<file path="src/rtl/sdram_pkg.sv">
// Shared SDRAM command definitions: command codes, pin strobe encodings and
// sequencer state type used by the command sequencer and its interface.
package sdram_pkg;

   typedef enum logic [2:0] {
      CMD_NOP = 3'd0,
      CMD_ACT = 3'd1,
      CMD_RD  = 3'd2,
      CMD_WR  = 3'd3,
      CMD_PRE = 3'd4,
      CMD_BST = 3'd5,
      CMD_MRS = 3'd6,
      CMD_REF = 3'd7
   } sdram_cmd_e;

   typedef enum logic {
      ST_IDLE = 1'b0,
      ST_GAP  = 1'b1
   } seq_state_e;

   // Strobe triplet order is {RAS_N, CAS_N, WE_N}.
   localparam logic [2:0] PINS_NOP      = 3'b111;
   localparam logic [2:0] PINS_DESELECT = 3'b111;
   localparam int         PRE_ALL_BIT   = 10;

   function automatic logic [2:0] cmd_pins(input sdram_cmd_e cmd);
      logic [2:0] pins;
      case (cmd)
         CMD_NOP: pins = 3'b111;
         CMD_ACT: pins = 3'b011;
         CMD_RD:  pins = 3'b101;
         CMD_WR:  pins = 3'b100;
         CMD_PRE: pins = 3'b010;
         CMD_BST: pins = 3'b110;
         CMD_MRS: pins = 3'b000;
         CMD_REF: pins = 3'b001;
         default: pins = PINS_NOP;
      endcase
      return pins;
   endfunction

endpackage

</file>
<file path="src/rtl/sdram_cmd_sequencer_if.sv">
// Scheduler-side request bus of the SDRAM command sequencer: command
// valid/ready handshake plus the level refresh request/acknowledge pair.
interface sdram_cmd_sequencer_if #(
   parameter int CS_W   = 1,
   parameter int BA_W   = 2,
   parameter int ADDR_W = 13
);
   import sdram_pkg::*;

   logic              REQ_VALID;
   logic              REQ_READY;
   sdram_cmd_e        REQ_CMD;
   logic [CS_W-1:0]   REQ_CS;
   logic [BA_W-1:0]   REQ_BA;
   logic [ADDR_W-1:0] REQ_ADDR;
   logic              REFRESH_REQ;
   logic              REFRESH_ACK;

   modport master (
      output REQ_VALID, REQ_CMD, REQ_CS, REQ_BA, REQ_ADDR, REFRESH_REQ,
      input  REQ_READY, REFRESH_ACK
   );

   modport slave (
      input  REQ_VALID, REQ_CMD, REQ_CS, REQ_BA, REQ_ADDR, REFRESH_REQ,
      output REQ_READY, REFRESH_ACK
   );

endinterface

</file>
<file path="src/rtl/sdram_gap_counter.sv">
// Loadable down-counter holding the remaining command spacing; it stops at
// zero and reports when the spacing has fully elapsed.
module sdram_gap_counter #(
   parameter int CNT_W = 4
) (
   input  logic             clk_i,
   input  logic             rst_i,
   input  logic             load_i,
   input  logic [CNT_W-1:0] load_val_i,
   output logic [CNT_W-1:0] cnt_o,
   output logic             zero_o
);

   logic [CNT_W-1:0] cnt_q;
   logic [CNT_W-1:0] cnt_d;

   // Next count: a load wins, otherwise count down and stick at zero.
   always_comb begin
      cnt_d = cnt_q;
      if (load_i) begin
         cnt_d = load_val_i;
      end else if (cnt_q != '0) begin
         cnt_d = cnt_q - CNT_W'(1);
      end else begin
         cnt_d = cnt_q;
      end
   end

   // Count register.
   always_ff @(posedge clk_i or posedge rst_i) begin
      if (rst_i) begin
         cnt_q <= '0;
      end else begin
         cnt_q <= cnt_d;
      end
   end

   assign cnt_o  = cnt_q;
   assign zero_o = (cnt_q == '0);

endmodule

</file>
<file path="src/rtl/sdram_cmd_sequencer.sv">
// SDRAM command sequencer: arbitrates refresh against scheduler commands,
// registers the SDRAM command pins and enforces per-command spacing.
module sdram_cmd_sequencer
   import sdram_pkg::*;
#(
   parameter int NUM_CS = 2,
   parameter int CS_W   = 1,
   parameter int BA_W   = 2,
   parameter int ADDR_W = 13,
   parameter int T_RCD  = 3,
   parameter int T_RP   = 3,
   parameter int T_RFC  = 9,
   parameter int T_MRD  = 2,
   parameter int CNT_W  = 4
) (
   input  logic                CLK,
   input  logic                RESET,
   sdram_cmd_sequencer_if.slave req,
   output logic                BUSY,
   output logic [NUM_CS-1:0]   CS_N,
   output logic                RAS_N,
   output logic                CAS_N,
   output logic                WE_N,
   output logic [BA_W-1:0]     BA,
   output logic [ADDR_W-1:0]   SA
);

   // The counter is loaded at the issuing edge, so T-1 yields an accept at N+T.
   localparam logic [CNT_W-1:0] LD_RCD = CNT_W'(T_RCD - 1);
   localparam logic [CNT_W-1:0] LD_RP  = CNT_W'(T_RP - 1);
   localparam logic [CNT_W-1:0] LD_RFC = CNT_W'(T_RFC - 1);
   localparam logic [CNT_W-1:0] LD_MRD = CNT_W'(T_MRD - 1);

   seq_state_e         state_q, state_d;
   logic [NUM_CS-1:0]  cs_n_q, cs_n_d;
   logic [2:0]         pins_q, pins_d;
   logic [BA_W-1:0]    ba_q, ba_d;
   logic [ADDR_W-1:0]  sa_q, sa_d;
   logic               ack_q, ack_d;

   logic               ready_s;
   logic               issue_ref_s;
   logic               accept_s;
   logic [NUM_CS-1:0]  sel_s;
   logic               sel_valid_s;
   logic               load_s;
   logic [CNT_W-1:0]   load_val_s;
   logic [CNT_W-1:0]   gap_cnt_s;
   logic               gap_zero_s;

   sdram_gap_counter #(.CNT_W(CNT_W)) u_gap (
      .clk_i      (CLK),
      .rst_i      (RESET),
      .load_i     (load_s),
      .load_val_i (load_val_s),
      .cnt_o      (gap_cnt_s),
      .zero_o     (gap_zero_s)
   );

   // Rank decode; an out-of-range rank selects nothing and becomes a deselect.
   always_comb begin
      sel_s = '0;
      for (int i = 0; i < NUM_CS; i++) begin
         sel_s[i] = (int'(req.REQ_CS) == i);
      end
      sel_valid_s = |sel_s;
   end

   // Arbitration and next pin values; refresh always beats a pending command.
   always_comb begin
      ready_s     = (state_q == ST_IDLE) && !req.REFRESH_REQ && !RESET;
      issue_ref_s = (state_q == ST_IDLE) && req.REFRESH_REQ;
      accept_s    = req.REQ_VALID && ready_s;
      cs_n_d      = '1;
      pins_d      = PINS_NOP;
      ba_d        = ba_q;
      sa_d        = sa_q;
      ack_d       = 1'b0;
      load_s      = 1'b0;
      load_val_s  = '0;
      if (issue_ref_s) begin
         cs_n_d     = '0;
         pins_d     = cmd_pins(CMD_REF);
         ack_d      = 1'b1;
         load_s     = 1'b1;
         load_val_s = LD_RFC;
      end else if (accept_s && sel_valid_s) begin
         cs_n_d = ~sel_s;
         pins_d = cmd_pins(req.REQ_CMD);
         ba_d   = req.REQ_BA;
         sa_d   = req.REQ_ADDR;
         if (req.REQ_CMD == CMD_PRE) begin
            sa_d[PRE_ALL_BIT] = 1'b1;
         end else begin
            sa_d[PRE_ALL_BIT] = req.REQ_ADDR[PRE_ALL_BIT];
         end
         load_s = 1'b1;
         case (req.REQ_CMD)
            CMD_ACT: load_val_s = LD_RCD;
            CMD_PRE: load_val_s = LD_RP;
            CMD_MRS: load_val_s = LD_MRD;
            CMD_REF: load_val_s = LD_RFC;
            default: load_val_s = '0;
         endcase
      end else begin
         cs_n_d = '1;
         pins_d = PINS_DESELECT;
      end
   end

   // State follows the spacing counter: GAP while a non-zero spacing runs.
   always_comb begin
      state_d = state_q;
      case (state_q)
         ST_IDLE: begin
            if (load_s && (load_val_s != '0)) begin
               state_d = ST_GAP;
            end else begin
               state_d = ST_IDLE;
            end
         end
         ST_GAP: begin
            if (gap_cnt_s <= CNT_W'(1)) begin
               state_d = ST_IDLE;
            end else begin
               state_d = ST_GAP;
            end
         end
         default: state_d = ST_IDLE;
      endcase
   end

   // State and registered SDRAM pins.
   always_ff @(posedge CLK or posedge RESET) begin
      if (RESET) begin
         state_q <= ST_IDLE;
         cs_n_q  <= '1;
         pins_q  <= PINS_NOP;
         ba_q    <= '0;
         sa_q    <= '0;
         ack_q   <= 1'b0;
      end else begin
         state_q <= state_d;
         cs_n_q  <= cs_n_d;
         pins_q  <= pins_d;
         ba_q    <= ba_d;
         sa_q    <= sa_d;
         ack_q   <= ack_d;
      end
   end

   assign req.REQ_READY      = ready_s;
   assign req.REFRESH_ACK    = ack_q;
   assign BUSY               = !gap_zero_s;
   assign CS_N               = cs_n_q;
   assign {RAS_N, CAS_N, WE_N} = pins_q;
   assign BA                 = ba_q;
   assign SA                 = sa_q;

endmodule

</file>
<file path="src/flat_wrapper.sv">
// flat-port wrapper written by rule: the top's interface ports become plain ports
module sdram_cmd_sequencer_flat import sdram_pkg::*;
#(
   parameter int NUM_CS = 2,
   parameter int CS_W   = 1,
   parameter int BA_W   = 2,
   parameter int ADDR_W = 13,
   parameter int T_RCD  = 3,
   parameter int T_RP   = 3,
   parameter int T_RFC  = 9,
   parameter int T_MRD  = 2,
   parameter int CNT_W  = 4
)
  (CLK, RESET, BUSY, CS_N, RAS_N, CAS_N, WE_N, BA, SA, req_REQ_VALID, req_REQ_CMD, req_REQ_CS, req_REQ_BA, req_REQ_ADDR, req_REFRESH_REQ, req_REQ_READY, req_REFRESH_ACK);
  sdram_cmd_sequencer_if #(.CS_W(CS_W), .BA_W(BA_W), .ADDR_W(ADDR_W)) req_i ();
  input  logic CLK;
  input  logic RESET;
  output logic BUSY;
  output logic [NUM_CS-1:0] CS_N;
  output logic RAS_N;
  output logic CAS_N;
  output logic WE_N;
  output logic [BA_W-1:0] BA;
  output logic [ADDR_W-1:0] SA;
  input wire logic [$bits(req_i.REQ_VALID)-1:0] req_REQ_VALID;
  input wire logic [$bits(req_i.REQ_CMD)-1:0] req_REQ_CMD;
  input wire logic [$bits(req_i.REQ_CS)-1:0] req_REQ_CS;
  input wire logic [$bits(req_i.REQ_BA)-1:0] req_REQ_BA;
  input wire logic [$bits(req_i.REQ_ADDR)-1:0] req_REQ_ADDR;
  input wire logic [$bits(req_i.REFRESH_REQ)-1:0] req_REFRESH_REQ;
  output wire logic [$bits(req_i.REQ_READY)-1:0] req_REQ_READY;
  output wire logic [$bits(req_i.REFRESH_ACK)-1:0] req_REFRESH_ACK;
  assign req_i.REQ_VALID = req_REQ_VALID;
  assign req_i.REQ_CMD = req_REQ_CMD;
  assign req_i.REQ_CS = req_REQ_CS;
  assign req_i.REQ_BA = req_REQ_BA;
  assign req_i.REQ_ADDR = req_REQ_ADDR;
  assign req_i.REFRESH_REQ = req_REFRESH_REQ;
  assign req_REQ_READY = req_i.REQ_READY;
  assign req_REFRESH_ACK = req_i.REFRESH_ACK;
  sdram_cmd_sequencer #(.NUM_CS(NUM_CS), .CS_W(CS_W), .BA_W(BA_W), .ADDR_W(ADDR_W), .T_RCD(T_RCD), .T_RP(T_RP), .T_RFC(T_RFC), .T_MRD(T_MRD), .CNT_W(CNT_W)) u_core (.CLK(CLK), .RESET(RESET), .req(req_i), .BUSY(BUSY), .CS_N(CS_N), .RAS_N(RAS_N), .CAS_N(CAS_N), .WE_N(WE_N), .BA(BA), .SA(SA));
endmodule
</file>
<file path="config.mk">
export PLATFORM = sky130hd
export DESIGN_NAME = sdram_cmd_sequencer_flat
export DESIGN_NICKNAME = d
export VERILOG_FILES = /design/src/rtl/sdram_pkg.sv /design/src/rtl/sdram_cmd_sequencer_if.sv /design/src/rtl/sdram_gap_counter.sv /design/src/rtl/sdram_cmd_sequencer.sv /design/src/flat_wrapper.sv
export SDC_FILE = /design/constraint.sdc
export NUM_CORES = 1
export LEC_CHECK = 0
export BUFFER_PORTS_ARGS = -buffer_cell sky130_fd_sc_hd__buf_2
export CORE_AREA = 2 2 61 63
export CTS_BUF_LIST = sky130_fd_sc_hd__clkbuf_2 sky130_fd_sc_hd__clkbuf_4 sky130_fd_sc_hd__clkbuf_8
export DETAILED_ROUTE_END_ITERATION = 10
export DIE_AREA = 0 0 63 65
export GPL_TIMING_DRIVEN = 0
export HOLD_SLACK_MARGIN = 0.08
export PLACE_DENSITY_LB_ADDON = 0.3
export SYNTH_ARGS = -nofsm -noshare
export SYNTH_HDL_FRONTEND = slang
export SYNTH_HIERARCHICAL = 1
export SYNTH_SLANG_ARGS = --single-unit
</file>
<file path="constraint.sdc">
create_clock -name CLK -period 2.1 [get_ports CLK]
set_clock_uncertainty 0.2 [all_clocks]
set_input_delay 0.315 -clock CLK [delete_from_list [all_inputs] [get_ports CLK]]
set_output_delay 0.315 -clock CLK [all_outputs]
set_load 0.005 [all_outputs]
</file>
Yosys cells after proc, flatten, opt, wreduce, memory -nomap -nowiden
Memory sizes are Yosys's and may differ from the RTL's.
Index checks and enable logic that the tools add are counted.
{ "classes": {"n_reduce_logical": 14, "order_cmp": 1, "add_sub_neg": 1, "muxes": 16, "eq_ne": 4, "bitwise": 4} }
{ "ops": {"columns": ["op", "count"], "rows": [
  ["$mux W4", 4],
  ["$pmux W4 S3", 1],
  ["$eq A3 B3 Y1 const B", 3],
  ["$reduce_bool A4 Y1", 2],
  ["$mux W1", 6],
  ["$mux W3", 2],
  ["$logic_and A1 B1 Y1", 5],
  ["$le A4 B1 Y1 const B", 1],
  ["$logic_not A4 Y1", 1],
  ["$mux W2", 2],
  ["$sub A4 B1 Y4 const B", 1],
  ["$eq A3 B1 Y1 const B", 1],
  ["$logic_not A1 Y1", 3],
  ["$not A1 Y1", 3],
  ["$not A2 Y2", 1],
  ["$pmux W1 S2", 1],
  ["$reduce_and A2 Y1", 1],
  ["$reduce_bool A2 Y1", 1],
  ["$reduce_or A2 Y1", 1]
]} }
{ "totals": {"mem_bits_ro": 24, "regBits": 26, "word_cells": 48, "input_bits": 23, "out_inout_bits": 23, "memories": 1} }
{ "mem_list": {"columns": ["name", "words", "width", "read_ports", "rd_clocked_by_memory_dff", "write_ports", "line", "rtl"], "rows": [
  ["(name not given)", 8, 3, 1, 0, 0, "sdram_pkg.sv:28", "case (cmd)"]
]} }

Depth between registers and ports, before layout
{ "logic_depth": {"depth_word": 10, "ltp_mapped": 6, "mapped_depth_nobuf": 5} }

By module
Netlist, hierarchy kept.
{ "by_module_without_submodules": {"columns": ["module", "cells_per_inst", "instances", "area_per_inst_um2", "seq_area_each_um2"], "rows": [
  ["sdram_cmd_sequencer", 67, 1, 925.9, 556.8],
  ["sdram_gap_counter", 23, 1, 236.5, 100.1]
]} }

Worst setup path after synthesis
Ideal clock, no wire load.
{ "synth_timing": {"kind": "register -> register", "startpoint": "reg u_core.state_q", "endpoint": "reg u_core.u_gap.cnt_q[3], in the netlist u_core/u_gap/cnt_o[3]", "synth_period_minus_slack_ns": 2.096, "required_ns": 1.774, "path_buffers": 2, "t_arrival_ns": 1.770, "setup_ns": 0.126, "setup_slack_ns": 0.004, "path_stages_with_launch": 7, "cell_sequence": "dfrtp_1 -> nor4b_4 -> buf_6 -> or2_2 -> clkbuf_1 -> nor3_1 -> a221o_1"} }
{ "synth_via": {"elab_chain_cells": 7, "elab_cells_between_ends": 11, "classes_between": "5 x mux; 1 x bitwise; 5 x reduce/logical"} }
{ "synth_lines": {"columns": ["item", "line", "rtl"], "rows": [
  ["start, declared", "sdram_cmd_sequencer.sv:34", "seq_state_e state_q, state_d;"],
  ["start signal, assigned", "sdram_cmd_sequencer.sv:143", "state_q <= state_d;"],
  ["$not A1 Y1 *", null, null],
  ["$logic_and A1 B1 Y1 (2 in series)", "sdram_cmd_sequencer.sv:71", "ready_s = (state_q == ST_IDLE) && !req.REFRESH_REQ && !RESET;"],
  ["$logic_and A1 B1 Y1", "sdram_cmd_sequencer.sv:73", "accept_s = req.REQ_VALID && ready_s;"],
  ["$mux W1", "sdram_cmd_sequencer.sv:87", "end else if (accept_s && sel_valid_s) begin"],
  ["$mux W1 *", "sdram_cmd_sequencer.sv:81", "if (issue_ref_s) begin"],
  ["net u_core.load_s", "sdram_cmd_sequencer.sv:46", "logic load_s;"],
  ["$mux W4 / $reduce_bool A2 Y1 (equally long branches)", null, null],
  ["end signal, assigned", "sdram_gap_counter.sv:34", "cnt_q <= cnt_d;"],
  ["end, declared", "sdram_gap_counter.sv:14", "logic [CNT_W-1:0] cnt_q;"]
]} }
Mark *: on every way through the listed nets, which the timed path passes. The rest lies on a longest branch.
A chain may end at the register's enable or synchronous reset.

Final worst setup path
{ "layout_timing": {"startpoint": "reg u_core.u_gap.cnt_q[0], in the netlist u_core/u_gap/cnt_o[0]", "endpoint": "out BUSY"} }
{ "layout_via": {"elab_chain_cells": 2} }
{ "layout_lines": {"columns": ["item", "line", "rtl"], "rows": [
  ["$logic_not A4 Y1", "sdram_gap_counter.sv:39", "assign zero_o = (cnt_q == '0);"],
  ["net u_core.gap_zero_s", "sdram_cmd_sequencer.sv:49", "logic gap_zero_s;"],
  ["$logic_not A1 Y1", "sdram_cmd_sequencer.sv:154", "assign BUSY = !gap_zero_s;"],
  ["end, declared", "flat_wrapper.sv:18", "output logic BUSY;"]
]} }
The timed path passes the listed nets, and every way through them passes these cells.

==> impl_results.rst <==
.. list-table::
   :header-rows: 1

   * - Metric
     - Value
   * - Run status
     - finished clean
   * - Total count of hold-check failures in the final report
     - 0
   * - R2r startpoint
     - u_core/state_q
   * - Effective utilization at floorplan
     - 33.2%
   * - TritonCTS clock tree
     - done
   * - Share of the yosys chip area belonging to registers
     - 56.5%
   * - Boundary Pins
     - 46
   * - Overflow left after global routing
     - 0
   * - Clock latency on the worst-skew pair
     - 310 ps
   * - Initial antenna violation count
     - 0
   * - Nature of the critical path startpoint
     - flip-flop
   * - Post-place instance area
     - 1440 µm²
   * - Most instantiated library cell after synthesis
     - dfrtp_1
   * - Global-route wire length before repair
     - 4090 µm
   * - Port buffer count
     - 44
   * - Area of the core
     - 3500 µm²
   * - Ys Warns
     - 6
   * - Clk pin slew, worst setup/hold paths
     - 120 ps
   * - Routability-driven placement congestion ratio
     - 0.656
   * - Data arrival at the endpoint of the critical path
     - 1420 ps
   * - Synth Net Count
     - 114
   * - Portion of total power attributed to combinational logic
     - 41.1%
   * - Finish-stage setup viols
     - 0
   * - Critical path required time
     - 1580 ps
   * - Worst-case clock buffer depth
     - 2
   * - Worst slack on hold paths
     - 177 ps
   * - Cell taking the most area after synthesis
     - dfrtp_1
   * - Net load switching power
     - 0.000559 W
   * - Slew Viols, Final
     - 0
   * - Number of DRC markers after the initial detailed-route iteration
     - 16
   * - Peak supply drop
     - 0.305 mV
   * - Peak per-stage delay on the critical path
     - 410 ps
   * - Internal power summed over all cells
     - 0.00127 W
   * - Share of the synthesized area in the top cell type
     - 45.2%
   * - Width of the die
     - 63 µm
   * - Class of the tightest hold or removal check
     - input pin to flip-flop
   * - Synth cell count leaders
     - dfrtp_1, mux2_2, inv_1
   * - Pre-CTS setup slack
     - -236 ps
   * - Number of resized instances in the post-cts repair step
     - 0
   * - Lkg Pwr
     - 0.781 nW
   * - H-Tree Level Count
     - 1
   * - Setup repair after global routing missed its margin
     - false
   * - Number of global-route vias before repair
     - 973
   * - R2R Setup Slk
     - 200 ps
   * - Avg Vias per Cell
     - 4.43
   * - Synth top area cells
     - dfrtp_1, mux2_2, dfstp_2, xnor2_1, a21oi_1
   * - Reg-to-Reg End
     - u_core/u_gap/cnt_o[3]
   * - Total wirelength of the detailed-routed design
     - 2420 µm
   * - Main flop type after synthesis
     - dfrtp_1
   * - Height of the die
     - 65 µm
   * - Maximum clock frequency
     - 0.517 GHz
   * - Antenna-violating nets left
     - 0
   * - Fraction of the cycle the final worst path needs
     - 92.1%
   * - Num Clock Sinks
     - 26
   * - Share of post-route cells with drive strength above 1
     - 48.4%
   * - Post-detailed-route DRC marker count
     - 0
   * - Netlist Area Pre-Place
     - 1160 µm²
   * - Crit-path most repeated cell
     - inv_1
   * - Category of the critical setup timing path
     - flip-flop to primary output
   * - DR WL/cell
     - 11.8 µm
   * - Slew at the pin with the worst max-slew slack
     - 798 ps
   * - Hold worst-path end
     - u_core/SA[10]
   * - Biggest fanout along the worst timing path
     - 4
   * - Count of maximum capacitance violations
     - 0
   * - Final setup margin
     - 166 ps
   * - Critical path's slowest cell
     - dfrtp_1
   * - Number of buffers added by the clock tree synthesis step
     - 3
   * - Mapped Cells
     - 90
   * - Worst R2R Path Depth
     - 5
   * - Number of distinct library cells after synthesis
     - 25
   * - Hold Path Origin
     - req_REQ_CMD[0]
   * - Ordered list of cells on the worst path
     - inv_1 > ha_1 > nor3b_4 > inv_1 > buf_2
   * - HPWL Detailed
     - 1680 µm
   * - Pwr/cell area
     - 1100 nW/µm²
   * - DR pass1 iterations
     - 4
   * - Relative slew slack
     - 46.7%
   * - Time the worst path needs with I/O delays and setup
     - 1930 ps
   * - Worst setup EP type
     - primary output
   * - Count of flip-flops with a built-in enable after synthesis
     - 0
   * - #FFs+latches synth
     - 26
   * - Clock root buffer
     - clkbuf_4
   * - Synthesized area per cell
     - 12.9 µm²
   * - Fraction of synthesis flops using an asynchronous set or reset pin
     - 100%
   * - Largest net degree at the start of global routing
     - 23
   * - Fraction of power consumed by the clock network
     - 12.0%
   * - Area overhead of the layout relative to synthesis
     - 43.2%
   * - Detailed-route via count
     - 909
   * - Antenna cells
     - 0
   * - Sw frac
     - 30.5%
   * - Global router's overall resource usage
     - 13.0%
   * - Site row count
     - 22
   * - Number of nets in the final layout
     - 182
   * - Die area
     - 4100 µm²
   * - Sequential share of power
     - 46.9%
   * - Final standard cell area without fillers
     - 1660 µm²
   * - WHS Path Cells
     - 4
==> registers in the layout (all words and copies together) (netlist names) <==
name                    cells
u_core/state_q              1
u_core/BA                   2
u_core/pins_q               3
u_core/CS_N                 2
u_core/u_gap/cnt_o          4
u_core/SA                  13
u_core/req.REFRESH_ACK      1
==> final cells by class <==
| cell class | instances | area [µm²] |
|---|---|---|
| inverter | 6 | 22.5 |
| multi-input combinational | 53 | 449 |
| timing repair buffer | 64 | 415 |
| sequential | 26 | 657 |
| buffer | 4 | 30.0 |
| fill | 345 | 1830 |
| tap | 48 | 60.1 |
| clock buffer | 4 | 30.0 |
==> cells by family after synthesis <==
family,count (synthesis),synth area share (%)
AO/OA/AOI/OAI,10,5.60
XOR/XNOR,4,3.01
adder cells (fa/ha/maj),1,1.08
buffers and inverters,11,4.84
flip-flops,26,56.5
multiplexers,17,16.4
other,1,0.323
AND/OR/NAND/NOR,20,12.3
==> repair_timing <==
item	CTS	global route
endpoints found under the hold margin	39	0
hold buffers	18	0
pin swaps	1	0
setup endpoints to repair	4	3
buffers inserted	1	1
==> cell usage in the layout, fill, tap and decap left out <==
| master | n |
|---|---|
| nor3b_4 | 1 |
| buf_2 | 44 |
| inv_1 | 6 |
| nand2b_1 | 1 |
| dfrtp_1 | 21 |
| and4b_1 | 1 |
| a21oi_1 | 5 |
| xnor2_1 | 4 |
| a41o_1 | 1 |
| buf_6 | 2 |
| clkbuf_1 | 2 |
| a221o_1 | 2 |
| or2_2 | 1 |
| conb_1 | 1 |
| and2b_1 | 1 |
| clkbuf_4 | 4 |
| nor3b_1 | 3 |
| mux2_2 | 16 |
| dfstp_2 | 5 |
| buf_4 | 2 |
| dlygate4sd3_1 | 18 |
| or3_1 | 1 |
| o21ai_0 | 2 |
| nor4b_4 | 1 |
| mux2i_1 | 1 |
| nor3_1 | 3 |
| nor2_1 | 2 |
| ha_1 | 1 |
| nand2_1 | 5 |
==> power by group through the flow <==
stage          sequential (W)  clock (W)  combinational (W)
2_1_floorplan        0.000883          0           0.000415
3_3_place_gp         0.000860          0           0.000691
3_5_place_dp         0.000874          0           0.000716
4_1_cts              0.000862   0.000233           0.000745
5_1_grt              0.000891   0.000255           0.000833
6_report             0.000859   0.000219           0.000753
==> worst max-delay path by stage <==
stage                          start                     to  slack (ps)  cells after the start
2_1_floorplan         u_core/state_q  u_core/u_gap/cnt_o[3]           4                      6
3_3_place_gp          u_core/state_q  u_core/u_gap/cnt_o[3]        -200                      6
3_5_place_dp          u_core/state_q  u_core/u_gap/cnt_o[3]        -240                      6
4_1_cts               u_core/state_q  u_core/u_gap/cnt_o[3]          30                      6
5_1_grt        u_core/u_gap/cnt_o[0]                   BUSY          50                      5
6_report       u_core/u_gap/cnt_o[0]                   BUSY         170                      5
==> critical path, delay by kind of cell (launching register included) <==
family                     cells  cell delay (ps)
adders and majority gates      1              220
and+or+nand+nor                1              220
DFF                            1              410
buffers and inverters          3              270
==> per-stage QoR <==
stage | total power [W] | utilization, % | cells | setup TNS, ps
6_report | 0.00183 | 47.6 | 205 | 0
2_1_floorplan | 0.00130 | - | 90 | 0
3_5_place_dp | 0.00159 | 41.3 | 182 | -437
5_1_grt | 0.00198 | 47.6 | 205 | 0
4_1_cts | 0.00184 | 47.5 | 205 | 0
3_3_place_gp | 0.00155 | 41.3 | 182 | -369
==> metal layers <==
layer | vias to the layer above | wire length (µm) | GRT usage, %
met2 | 27 | 1360 | 24.7
met4 | 0 | 53 | 6.39
met3 | 6 | 128 | 3.65
li1 | 441 | - | -
met5 | - | 0 | 0
met1 | 435 | 885 | 12.7
Note: power is estimated with default switching activity, not from simulation.
